[src/rtl/aib_avmm_pkg.sv]
`default_nettype none
// ============================================================================
// Module : aib_avmm_pkg
// Brief  : Shared types and constants for the AIB AVMM command sequencer.
// Rev    : 1.0  initial release
// ============================================================================
package aib_avmm_pkg;

    localparam int DATA_W = 32;
    localparam int BE_W   = 4;

    localparam logic [DATA_W-1:0] RDATA_ERR = '1;

    typedef enum logic [1:0] {
        ST_IDLE    = 2'd0,
        ST_ISSUE   = 2'd1,
        ST_WAIT_RD = 2'd2,
        ST_RSP     = 2'd3
    } state_e;

    // Width-fixed part of a command; channel and address widths are per-instance.
    typedef struct packed {
        logic              write;
        logic [BE_W-1:0]   byte_en;
        logic [DATA_W-1:0] wdata;
    } cmd_attr_t;

endpackage
`default_nettype wire

[src/rtl/aib_avmm_cmd_seq_if.sv]
`default_nettype none
// ============================================================================
// Module : aib_avmm_cmd_seq_if
// Brief  : Command, response and AVMM bus signals of the command sequencer.
// Rev    : 1.0  initial release
// ============================================================================
interface aib_avmm_cmd_seq_if #(
    parameter int CHNL_W = 6,
    parameter int ADDR_W = 17
) ();
    logic              i_cmd_valid;
    logic              o_cmd_ready;
    logic              i_cmd_write;
    logic [CHNL_W-1:0] i_cmd_chnl;
    logic [ADDR_W-1:0] i_cmd_addr;
    logic [3:0]        i_cmd_byte_en;
    logic [31:0]       i_cmd_wdata;

    logic              o_rsp_valid;
    logic [CHNL_W-1:0] o_rsp_chnl;
    logic [31:0]       o_rsp_rdata;
    logic              o_rsp_write;
    logic              o_rsp_timeout;

    logic [CHNL_W-1:0] o_channel_id;
    logic [ADDR_W-1:0] o_cfg_avmm_addr;
    logic [3:0]        o_cfg_avmm_byte_en;
    logic              o_cfg_avmm_read;
    logic              o_cfg_avmm_write;
    logic [31:0]       o_cfg_avmm_wdata;
    logic              i_cfg_avmm_waitreq;
    logic              i_cfg_avmm_rdatavld;
    logic [31:0]       i_cfg_avmm_rdata;

    logic              o_busy;

    // master: the sequencer itself (it masters the AVMM bus); slave: its environment
    modport master (
        input  i_cmd_valid, i_cmd_write, i_cmd_chnl, i_cmd_addr, i_cmd_byte_en, i_cmd_wdata,
        input  i_cfg_avmm_waitreq, i_cfg_avmm_rdatavld, i_cfg_avmm_rdata,
        output o_cmd_ready, o_rsp_valid, o_rsp_chnl, o_rsp_rdata, o_rsp_write, o_rsp_timeout,
        output o_channel_id, o_cfg_avmm_addr, o_cfg_avmm_byte_en, o_cfg_avmm_read,
        output o_cfg_avmm_write, o_cfg_avmm_wdata, o_busy
    );

    modport slave (
        output i_cmd_valid, i_cmd_write, i_cmd_chnl, i_cmd_addr, i_cmd_byte_en, i_cmd_wdata,
        output i_cfg_avmm_waitreq, i_cfg_avmm_rdatavld, i_cfg_avmm_rdata,
        input  o_cmd_ready, o_rsp_valid, o_rsp_chnl, o_rsp_rdata, o_rsp_write, o_rsp_timeout,
        input  o_channel_id, o_cfg_avmm_addr, o_cfg_avmm_byte_en, o_cfg_avmm_read,
        input  o_cfg_avmm_write, o_cfg_avmm_wdata, o_busy
    );
endinterface
`default_nettype wire

[src/rtl/aib_sync_fifo.sv]
`default_nettype none
// ============================================================================
// Module : aib_sync_fifo
// Brief  : Single-clock FIFO, power-of-2 depth, synchronous active-low reset.
// Rev    : 1.0  initial release
// ============================================================================
module aib_sync_fifo #(
    parameter int WIDTH = 8,
    parameter int DEPTH = 4
) (
    input  wire logic             clk_i,
    input  wire logic             rst_ni,
    input  wire logic             push_i,
    input  wire logic [WIDTH-1:0] data_i,
    input  wire logic             pop_i,
    output logic      [WIDTH-1:0] data_o,
    output logic                  full_o,
    output logic                  empty_o
);
    localparam int PTR_W = (DEPTH > 1) ? $clog2(DEPTH) : 1;

    logic [WIDTH-1:0] mem_q [DEPTH];
    logic [PTR_W:0]   wr_ptr_q, wr_ptr_d;
    logic [PTR_W:0]   rd_ptr_q, rd_ptr_d;
    logic             w_push, w_pop;

    // Extra pointer MSB distinguishes full from empty when the indices match.
    assign empty_o  = (wr_ptr_q == rd_ptr_q);
    assign full_o   = (wr_ptr_q[PTR_W] != rd_ptr_q[PTR_W]) &&
                      (wr_ptr_q[PTR_W-1:0] == rd_ptr_q[PTR_W-1:0]);
    assign w_push   = push_i && !full_o;
    assign w_pop    = pop_i && !empty_o;
    assign wr_ptr_d = wr_ptr_q + (PTR_W+1)'(w_push);
    assign rd_ptr_d = rd_ptr_q + (PTR_W+1)'(w_pop);
    assign data_o   = mem_q[rd_ptr_q[PTR_W-1:0]];

    always_ff @(posedge clk_i) begin
        if (!rst_ni) begin
            wr_ptr_q <= '0;
            rd_ptr_q <= '0;
        end else begin
            wr_ptr_q <= wr_ptr_d;
            rd_ptr_q <= rd_ptr_d;
        end
    end

    always_ff @(posedge clk_i) begin
        if (w_push) begin
            mem_q[wr_ptr_q[PTR_W-1:0]] <= data_i;
        end
    end

endmodule
`default_nettype wire

[src/rtl/aib_avmm_cmd_seq.sv]
`default_nettype none
// ============================================================================
// Module : aib_avmm_cmd_seq
// Brief  : Queues AVMM commands per AIB channel and runs them one at a time.
// Rev    : 1.0  initial release
// ============================================================================
module aib_avmm_cmd_seq #(
    parameter int NUM_CHNL    = 24,
    parameter int CHNL_W      = 6,
    parameter int ADDR_W      = 17,
    parameter int CMD_DEPTH   = 4,
    parameter int TIMEOUT_CYC = 256
) (
    input  wire logic         i_cfg_avmm_clk,
    input  wire logic         i_cfg_avmm_rst_n,
    aib_avmm_cmd_seq_if.master bus
);
    import aib_avmm_pkg::*;

    typedef struct packed {
        cmd_attr_t         attr;
        logic [CHNL_W-1:0] chnl;
        logic [ADDR_W-1:0] addr;
    } cmd_t;

    localparam int             CMD_W   = $bits(cmd_t);
    localparam int             TO_W    = $clog2(TIMEOUT_CYC + 1);
    localparam logic [TO_W-1:0] TO_LAST = TO_W'(TIMEOUT_CYC - 1);

    state_e            state_q, state_d;
    cmd_t              cmd_q, cmd_d;
    logic [TO_W-1:0]   cnt_q, cnt_d;
    logic [DATA_W-1:0] rdata_q, rdata_d;
    logic              tmo_q, tmo_d;

    cmd_t              w_push_cmd, w_head;
    logic              w_full, w_empty, w_pop, w_head_bad, w_last;

    assign w_push_cmd = '{attr: '{write:   bus.i_cmd_write,
                                  byte_en: bus.i_cmd_byte_en,
                                  wdata:   bus.i_cmd_wdata},
                          chnl: bus.i_cmd_chnl,
                          addr: bus.i_cmd_addr};

    aib_sync_fifo #(
        .WIDTH (CMD_W),
        .DEPTH (CMD_DEPTH)
    ) u_cmd_fifo (
        .clk_i   (i_cfg_avmm_clk),
        .rst_ni  (i_cfg_avmm_rst_n),
        .push_i  (bus.i_cmd_valid),
        .data_i  (w_push_cmd),
        .pop_i   (w_pop),
        .data_o  (w_head),
        .full_o  (w_full),
        .empty_o (w_empty)
    );

    assign w_head_bad = (32'(w_head.chnl) >= NUM_CHNL);
    assign w_last     = (cnt_q == TO_LAST);

    always_ff @(posedge i_cfg_avmm_clk) begin
        if (!i_cfg_avmm_rst_n) begin
            state_q <= ST_IDLE;
            cmd_q   <= '0;
            cnt_q   <= '0;
            rdata_q <= '0;
            tmo_q   <= 1'b0;
        end else begin
            state_q <= state_d;
            cmd_q   <= cmd_d;
            cnt_q   <= cnt_d;
            rdata_q <= rdata_d;
            tmo_q   <= tmo_d;
        end
    end

    always_comb begin
        state_d = state_q;
        cmd_d   = cmd_q;
        cnt_d   = cnt_q;
        rdata_d = rdata_q;
        tmo_d   = tmo_q;
        w_pop   = 1'b0;
        case (state_q)
            ST_IDLE: begin
                if (!w_empty) begin
                    w_pop = 1'b1;
                    cmd_d = w_head;
                    cnt_d = '0;
                    // Out-of-range channels never touch the bus.
                    if (w_head_bad) begin
                        state_d = ST_RSP;
                        tmo_d   = 1'b1;
                        rdata_d = RDATA_ERR;
                    end else begin
                        state_d = ST_ISSUE;
                        tmo_d   = 1'b0;
                        rdata_d = '0;
                    end
                end
            end
            ST_ISSUE: begin
                if (!bus.i_cfg_avmm_waitreq && cmd_q.attr.write) begin
                    state_d = ST_RSP;
                    rdata_d = '0;
                end else if (w_last) begin
                    state_d = ST_RSP;
                    tmo_d   = 1'b1;
                    rdata_d = RDATA_ERR;
                end else begin
                    cnt_d = cnt_q + TO_W'(1);
                    if (!bus.i_cfg_avmm_waitreq) begin
                        state_d = ST_WAIT_RD;
                    end
                end
            end
            ST_WAIT_RD: begin
                if (bus.i_cfg_avmm_rdatavld) begin
                    state_d = ST_RSP;
                    rdata_d = bus.i_cfg_avmm_rdata;
                end else if (w_last) begin
                    state_d = ST_RSP;
                    tmo_d   = 1'b1;
                    rdata_d = RDATA_ERR;
                end else begin
                    cnt_d = cnt_q + TO_W'(1);
                end
            end
            default: begin
                state_d = ST_IDLE;
            end
        endcase
    end

    // Bus and response fields are forced to zero outside the state that owns them.
    always_comb begin
        bus.o_cmd_ready        = !w_full;
        bus.o_busy             = !w_empty || (state_q != ST_IDLE);
        bus.o_cfg_avmm_read    = 1'b0;
        bus.o_cfg_avmm_write   = 1'b0;
        bus.o_cfg_avmm_addr    = '0;
        bus.o_cfg_avmm_byte_en = '0;
        bus.o_cfg_avmm_wdata   = '0;
        bus.o_channel_id       = '0;
        bus.o_rsp_valid        = 1'b0;
        bus.o_rsp_chnl         = '0;
        bus.o_rsp_rdata        = '0;
        bus.o_rsp_write        = 1'b0;
        bus.o_rsp_timeout      = 1'b0;
        if (state_q == ST_ISSUE) begin
            bus.o_cfg_avmm_read    = !cmd_q.attr.write;
            bus.o_cfg_avmm_write   = cmd_q.attr.write;
            bus.o_cfg_avmm_addr    = cmd_q.addr;
            bus.o_cfg_avmm_byte_en = cmd_q.attr.byte_en;
            bus.o_cfg_avmm_wdata   = cmd_q.attr.wdata;
            bus.o_channel_id       = cmd_q.chnl;
        end
        if (state_q == ST_RSP) begin
            bus.o_rsp_valid   = 1'b1;
            bus.o_rsp_chnl    = cmd_q.chnl;
            bus.o_rsp_rdata   = rdata_q;
            bus.o_rsp_write   = cmd_q.attr.write;
            bus.o_rsp_timeout = tmo_q;
        end
    end

endmodule
`default_nettype wire

[src/flat_wrapper.sv]
// flat-port wrapper written by rule: the top's interface ports become plain ports
module aib_avmm_cmd_seq_flat import aib_avmm_pkg::*;
#(
    parameter int NUM_CHNL    = 24,
    parameter int CHNL_W      = 6,
    parameter int ADDR_W      = 17,
    parameter int CMD_DEPTH   = 4,
    parameter int TIMEOUT_CYC = 256
)
  (i_cfg_avmm_clk, i_cfg_avmm_rst_n, bus_i_cmd_valid, bus_i_cmd_write, bus_i_cmd_chnl, bus_i_cmd_addr, bus_i_cmd_byte_en, bus_i_cmd_wdata, bus_i_cfg_avmm_waitreq, bus_i_cfg_avmm_rdatavld, bus_i_cfg_avmm_rdata, bus_o_cmd_ready, bus_o_rsp_valid, bus_o_rsp_chnl, bus_o_rsp_rdata, bus_o_rsp_write, bus_o_rsp_timeout, bus_o_channel_id, bus_o_cfg_avmm_addr, bus_o_cfg_avmm_byte_en, bus_o_cfg_avmm_read, bus_o_cfg_avmm_write, bus_o_cfg_avmm_wdata, bus_o_busy);
  aib_avmm_cmd_seq_if #(.CHNL_W(CHNL_W), .ADDR_W(ADDR_W)) bus_i ();
  input  wire logic i_cfg_avmm_clk;
  input  wire logic i_cfg_avmm_rst_n;
  input wire logic [$bits(bus_i.i_cmd_valid)-1:0] bus_i_cmd_valid;
  input wire logic [$bits(bus_i.i_cmd_write)-1:0] bus_i_cmd_write;
  input wire logic [$bits(bus_i.i_cmd_chnl)-1:0] bus_i_cmd_chnl;
  input wire logic [$bits(bus_i.i_cmd_addr)-1:0] bus_i_cmd_addr;
  input wire logic [$bits(bus_i.i_cmd_byte_en)-1:0] bus_i_cmd_byte_en;
  input wire logic [$bits(bus_i.i_cmd_wdata)-1:0] bus_i_cmd_wdata;
  input wire logic [$bits(bus_i.i_cfg_avmm_waitreq)-1:0] bus_i_cfg_avmm_waitreq;
  input wire logic [$bits(bus_i.i_cfg_avmm_rdatavld)-1:0] bus_i_cfg_avmm_rdatavld;
  input wire logic [$bits(bus_i.i_cfg_avmm_rdata)-1:0] bus_i_cfg_avmm_rdata;
  output wire logic [$bits(bus_i.o_cmd_ready)-1:0] bus_o_cmd_ready;
  output wire logic [$bits(bus_i.o_rsp_valid)-1:0] bus_o_rsp_valid;
  output wire logic [$bits(bus_i.o_rsp_chnl)-1:0] bus_o_rsp_chnl;
  output wire logic [$bits(bus_i.o_rsp_rdata)-1:0] bus_o_rsp_rdata;
  output wire logic [$bits(bus_i.o_rsp_write)-1:0] bus_o_rsp_write;
  output wire logic [$bits(bus_i.o_rsp_timeout)-1:0] bus_o_rsp_timeout;
  output wire logic [$bits(bus_i.o_channel_id)-1:0] bus_o_channel_id;
  output wire logic [$bits(bus_i.o_cfg_avmm_addr)-1:0] bus_o_cfg_avmm_addr;
  output wire logic [$bits(bus_i.o_cfg_avmm_byte_en)-1:0] bus_o_cfg_avmm_byte_en;
  output wire logic [$bits(bus_i.o_cfg_avmm_read)-1:0] bus_o_cfg_avmm_read;
  output wire logic [$bits(bus_i.o_cfg_avmm_write)-1:0] bus_o_cfg_avmm_write;
  output wire logic [$bits(bus_i.o_cfg_avmm_wdata)-1:0] bus_o_cfg_avmm_wdata;
  output wire logic [$bits(bus_i.o_busy)-1:0] bus_o_busy;
  assign bus_i.i_cmd_valid = bus_i_cmd_valid;
  assign bus_i.i_cmd_write = bus_i_cmd_write;
  assign bus_i.i_cmd_chnl = bus_i_cmd_chnl;
  assign bus_i.i_cmd_addr = bus_i_cmd_addr;
  assign bus_i.i_cmd_byte_en = bus_i_cmd_byte_en;
  assign bus_i.i_cmd_wdata = bus_i_cmd_wdata;
  assign bus_i.i_cfg_avmm_waitreq = bus_i_cfg_avmm_waitreq;
  assign bus_i.i_cfg_avmm_rdatavld = bus_i_cfg_avmm_rdatavld;
  assign bus_i.i_cfg_avmm_rdata = bus_i_cfg_avmm_rdata;
  assign bus_o_cmd_ready = bus_i.o_cmd_ready;
  assign bus_o_rsp_valid = bus_i.o_rsp_valid;
  assign bus_o_rsp_chnl = bus_i.o_rsp_chnl;
  assign bus_o_rsp_rdata = bus_i.o_rsp_rdata;
  assign bus_o_rsp_write = bus_i.o_rsp_write;
  assign bus_o_rsp_timeout = bus_i.o_rsp_timeout;
  assign bus_o_channel_id = bus_i.o_channel_id;
  assign bus_o_cfg_avmm_addr = bus_i.o_cfg_avmm_addr;
  assign bus_o_cfg_avmm_byte_en = bus_i.o_cfg_avmm_byte_en;
  assign bus_o_cfg_avmm_read = bus_i.o_cfg_avmm_read;
  assign bus_o_cfg_avmm_write = bus_i.o_cfg_avmm_write;
  assign bus_o_cfg_avmm_wdata = bus_i.o_cfg_avmm_wdata;
  assign bus_o_busy = bus_i.o_busy;
  aib_avmm_cmd_seq #(.NUM_CHNL(NUM_CHNL), .CHNL_W(CHNL_W), .ADDR_W(ADDR_W), .CMD_DEPTH(CMD_DEPTH), .TIMEOUT_CYC(TIMEOUT_CYC)) u_core (.i_cfg_avmm_clk(i_cfg_avmm_clk), .i_cfg_avmm_rst_n(i_cfg_avmm_rst_n), .bus(bus_i));
endmodule
[config.mk]
export PLATFORM = sky130hd
export DESIGN_NAME = aib_avmm_cmd_seq_flat
export DESIGN_NICKNAME = d
export VERILOG_FILES = /design/src/rtl/aib_avmm_pkg.sv /design/src/rtl/aib_avmm_cmd_seq_if.sv /design/src/rtl/aib_sync_fifo.sv /design/src/rtl/aib_avmm_cmd_seq.sv /design/src/flat_wrapper.sv
export SDC_FILE = /design/constraint.sdc
export NUM_CORES = 1
export LEC_CHECK = 0
export CORE_MARGIN = 2
export CORE_UTILIZATION = 35
export DETAILED_ROUTE_END_ITERATION = 8
export DONT_BUFFER_PORTS = 1
export SLEW_MARGIN = 25
export SYNTH_ARGS = -nofsm -noshare
export SYNTH_HDL_FRONTEND = slang
export SYNTH_SLANG_ARGS = --single-unit
[constraint.sdc]
create_clock -name i_cfg_avmm_clk -period 5.55 [get_ports i_cfg_avmm_clk]
set_input_delay 0.2775 -clock i_cfg_avmm_clk [delete_from_list [all_inputs] [get_ports i_cfg_avmm_clk]]
set_output_delay 0.2775 -clock i_cfg_avmm_clk [all_outputs]
set_load 0.01 [all_outputs]
==> out/results.txt <==
row count: 74
power per standard cell area: 479 mW/mm²
Comb pwr share: 0.246
CTS sink count: 350
Crit Path Category: register to register
CTS tree: done
Synth Register Bits: 350
Avg Cell Area, Syn: 13.5 µm²
most used flip-flop cell after synthesis: edfxtp_1
max-cap violation count: 0
Die Y-Extent: 206 µm
Die W: 206 µm
setup violators final: 0
ratio of cells with drive above 1 in the final layout: 0.159
Worst Skew: 0.0251 ns
Max Fclk: 327 MHz
period utilisation layout: 0.552
total number of vias: 8413
Clock Latency Late Sink: 0.55 ns
commonest non-fill, non-tap cells in the layout: edfxtp_1, nand2_1, dfxtp_1
Async S/R FF share, synth: 0
RSZ-0062 raised after global routing: false
global-route wire length before repair: 49.2 mm
GRT Total Usage: 0.150
Final Hold Vio Count: 0
outcome: finished clean
Initial Utilization: 0.352
worst hold path class: input pin to register
vias in the first global route: 8446
IO Port Bufs: 0
Mapped Nets: 1173
worst vdd ir: 0.315 mV
register area: 0.00942 mm²
Rel. slew slack: 0.347
Multi-input gate area: 0.00462 mm²
Clk pwr share: 0.332
Worst Tran Pin Value: 0.979 ns
Worst setup EP type: register
Int Pwr: 5560 µW
synthesis-to-finish area growth: 17.4%
Psw: 2500 µW
initial antenna violation count: 5
Die Area: 0.0426 mm²
Detailed Route Iter0 Violations: 582
post-CTS setup buffer count: 0
post-route ant nets: 0
Top Ports: 201
first-pass iteration count of the detailed router: 5
Clock Path Buffers: 3
fin cells: 1669
Core ar.: 0.0406 mm²
register area share after synthesis: 0.657
CTS clk-pin slew, worst paths: 0.06 ns
Synth cell types: 39
Sw Share: 0.310
HPWL Detailed: 18.8 mm
drt total wl: 31.8 mm
Syn Inst Count: 1065
drt wl/cell: 19.1 µm
Yosys Warn Count: 0
fillers: 3704
CP Data Required Time: 5.76 ns
Setup crit start kind: register
placer congestion estimate: 0.749
largest net degree at the start of global routing: 105
Slew Limit Fails: 0
crit path max fanout: 25
Post-route DRC: 0
Root Buffer: clkbuf_16
grt ovf: 0
most common cell after layout, fill and taps aside: edfxtp_1
Arr. time, crit path: 3.27 ns
Gates resized, CTS repair: 0
post-route minimum period: 3.06 ns
Post-synth EDFFs: 240
TritonCTS Buffers: 38
Final nets: 1213
P_leak: 0.00556 µW
Post-Syn Area: 0.0143 mm²
htree depth: 2
vias per inst: 5.04
Placed Cells: 1536
setup TNS: 0 ns
Sequential Power Share: 0.421
[final cells by class]
type	count	area share
flip-flops and latches	350	0.560
multi-input cells	633	0.275
clock buffers	48	0.0612
repair buffers	75	0.0436
well taps	532	0.0396
clock inverters	22	0.0186
inverters	7	0.00171
diodes	2	0.000298
[synth_stat cells, types with 2 or more instances]
cell | count | area, µm²
mux2i_1 | 2 | 20.0
and2_1 | 108 | 676
edfxtp_1 | 240 | 7210
buf_6 | 5 | 56.3
a21boi_1 | 63 | 473
dfxtp_1 | 110 | 2200
o21ai_1 | 12 | 60.1
and3_1 | 2 | 12.5
o21ai_0 | 55 | 275
inv_2 | 3 | 11.3
buf_2 | 9 | 45.0
nor2_1 | 42 | 158
nor2b_1 | 6 | 37.5
inv_1 | 4 | 15.0
nor3_1 | 7 | 35.0
xor2_1 | 2 | 17.5
clkbuf_1 | 52 | 195
a21oi_1 | 38 | 190
xnor2_1 | 9 | 78.8
nand4_1 | 4 | 25.0
mux4_2 | 60 | 1350
buf_1 | 8 | 30.0
a21oi_2 | 30 | 263
nand2b_1 | 4 | 25.0
nand3_1 | 4 | 20.0
nand2_1 | 162 | 608
nand3b_1 | 2 | 15.0
ha_1 | 11 | 138
[path summary, 6_finish.rpt]
check / from / endpoint / slack [ns] / cells past startpoint
worst min-delay path: i_cfg_avmm_rst_n / u_core.cnt_q[2] / 0.06 / 2
worst min register to register: u_core.cmd_q[58] / u_core.cmd_q[58] / 0.45 / 2
worst max-delay path: u_core.u_cmd_fifo.rd_ptr_q[0] / u_core.u_cmd_fifo.mem_q[2][28] / 2.49 / 7
worst max register to register: u_core.u_cmd_fifo.rd_ptr_q[0] / u_core.u_cmd_fifo.mem_q[2][28] / 2.49 / 7
[state kept, by name, indices dropped and copies added, names as in the netlist]
name,count
u_core.u_cmd_fifo.mem_q,240
u_core.cmd_q,60
u_core.rdata_q,32
u_core.cnt_q,9
u_core.u_cmd_fifo.rd_ptr_q,3
u_core.u_cmd_fifo.wr_ptr_q,3
u_core.state_q,2
u_core.tmo_q,1
[power groups by stage]
stage | combinational, µW | sequential, µW | clock [µW]
final | 1980 | 3390 | 2680
after global routing | 2220 | 3440 | 2860
after CTS | 2020 | 3400 | 2750
after detailed placement | 1950 | 3450 | 0
after global placement | 1920 | 3440 | 0
after floorplan | 1580 | 3350 | 0
[logic make-up after synthesis]
kind of cell | Yosys count | share of synthesized area
flip-flops | 350 | 0.657
AND/OR/NAND/NOR | 346 | 0.115
AO/OA/AOI/OAI | 203 | 0.0907
buffers and inverters | 82 | 0.0252
multiplexers | 62 | 0.0957
XOR/XNOR | 11 | 0.00673
adder cells (fa/ha/maj) | 11 | 0.00961
[through the flow]
step                area, µm²  hold slack, ns  worst slack (ns)  power (µW)  utilization
finish                  16800          0.0588              2.49        8060        0.414
global route            16800          0.0636              2.23        8520        0.414
CTS                     16800          0.0283              2.40        8180        0.414
detailed placement      14800           0.377              2.40        5400        0.365
global placement        14800           0.377              2.43        5350        0.365
floorplan               14300           0.376            0.0159        4930            -
[critical path, stage by stage (launching register included)]
cell and delay [ns]:
dfxtp_4 0.63, xnor2_1 0.25, nand3b_1 0.30, nand2_1 0.21, inv_2 0.11, nand2_1 0.09, nor2_4 0.68, buf_4 0.44
[timing repair]
item	4_1_cts	5_1_grt
setup endpoints to repair	0	0
hold endpoints to repair	344	0
hold buffers	61	0
[per-layer routing]
metal | routed length (µm) | vias up | part of all wire | GRT usage
met2 | 15000 | 260 | 0.47 | 0.245
met4 | 575 | 4 | 0.018 | 0.0357
met1 | 14000 | 4168 | 0.44 | 0.198
met5 | 22 | - | 0.00069 | 0
met3 | 2290 | 51 | 0.072 | 0.0434
li1 | - | 3930 | - | -
(Power assumes the default switching activity.)
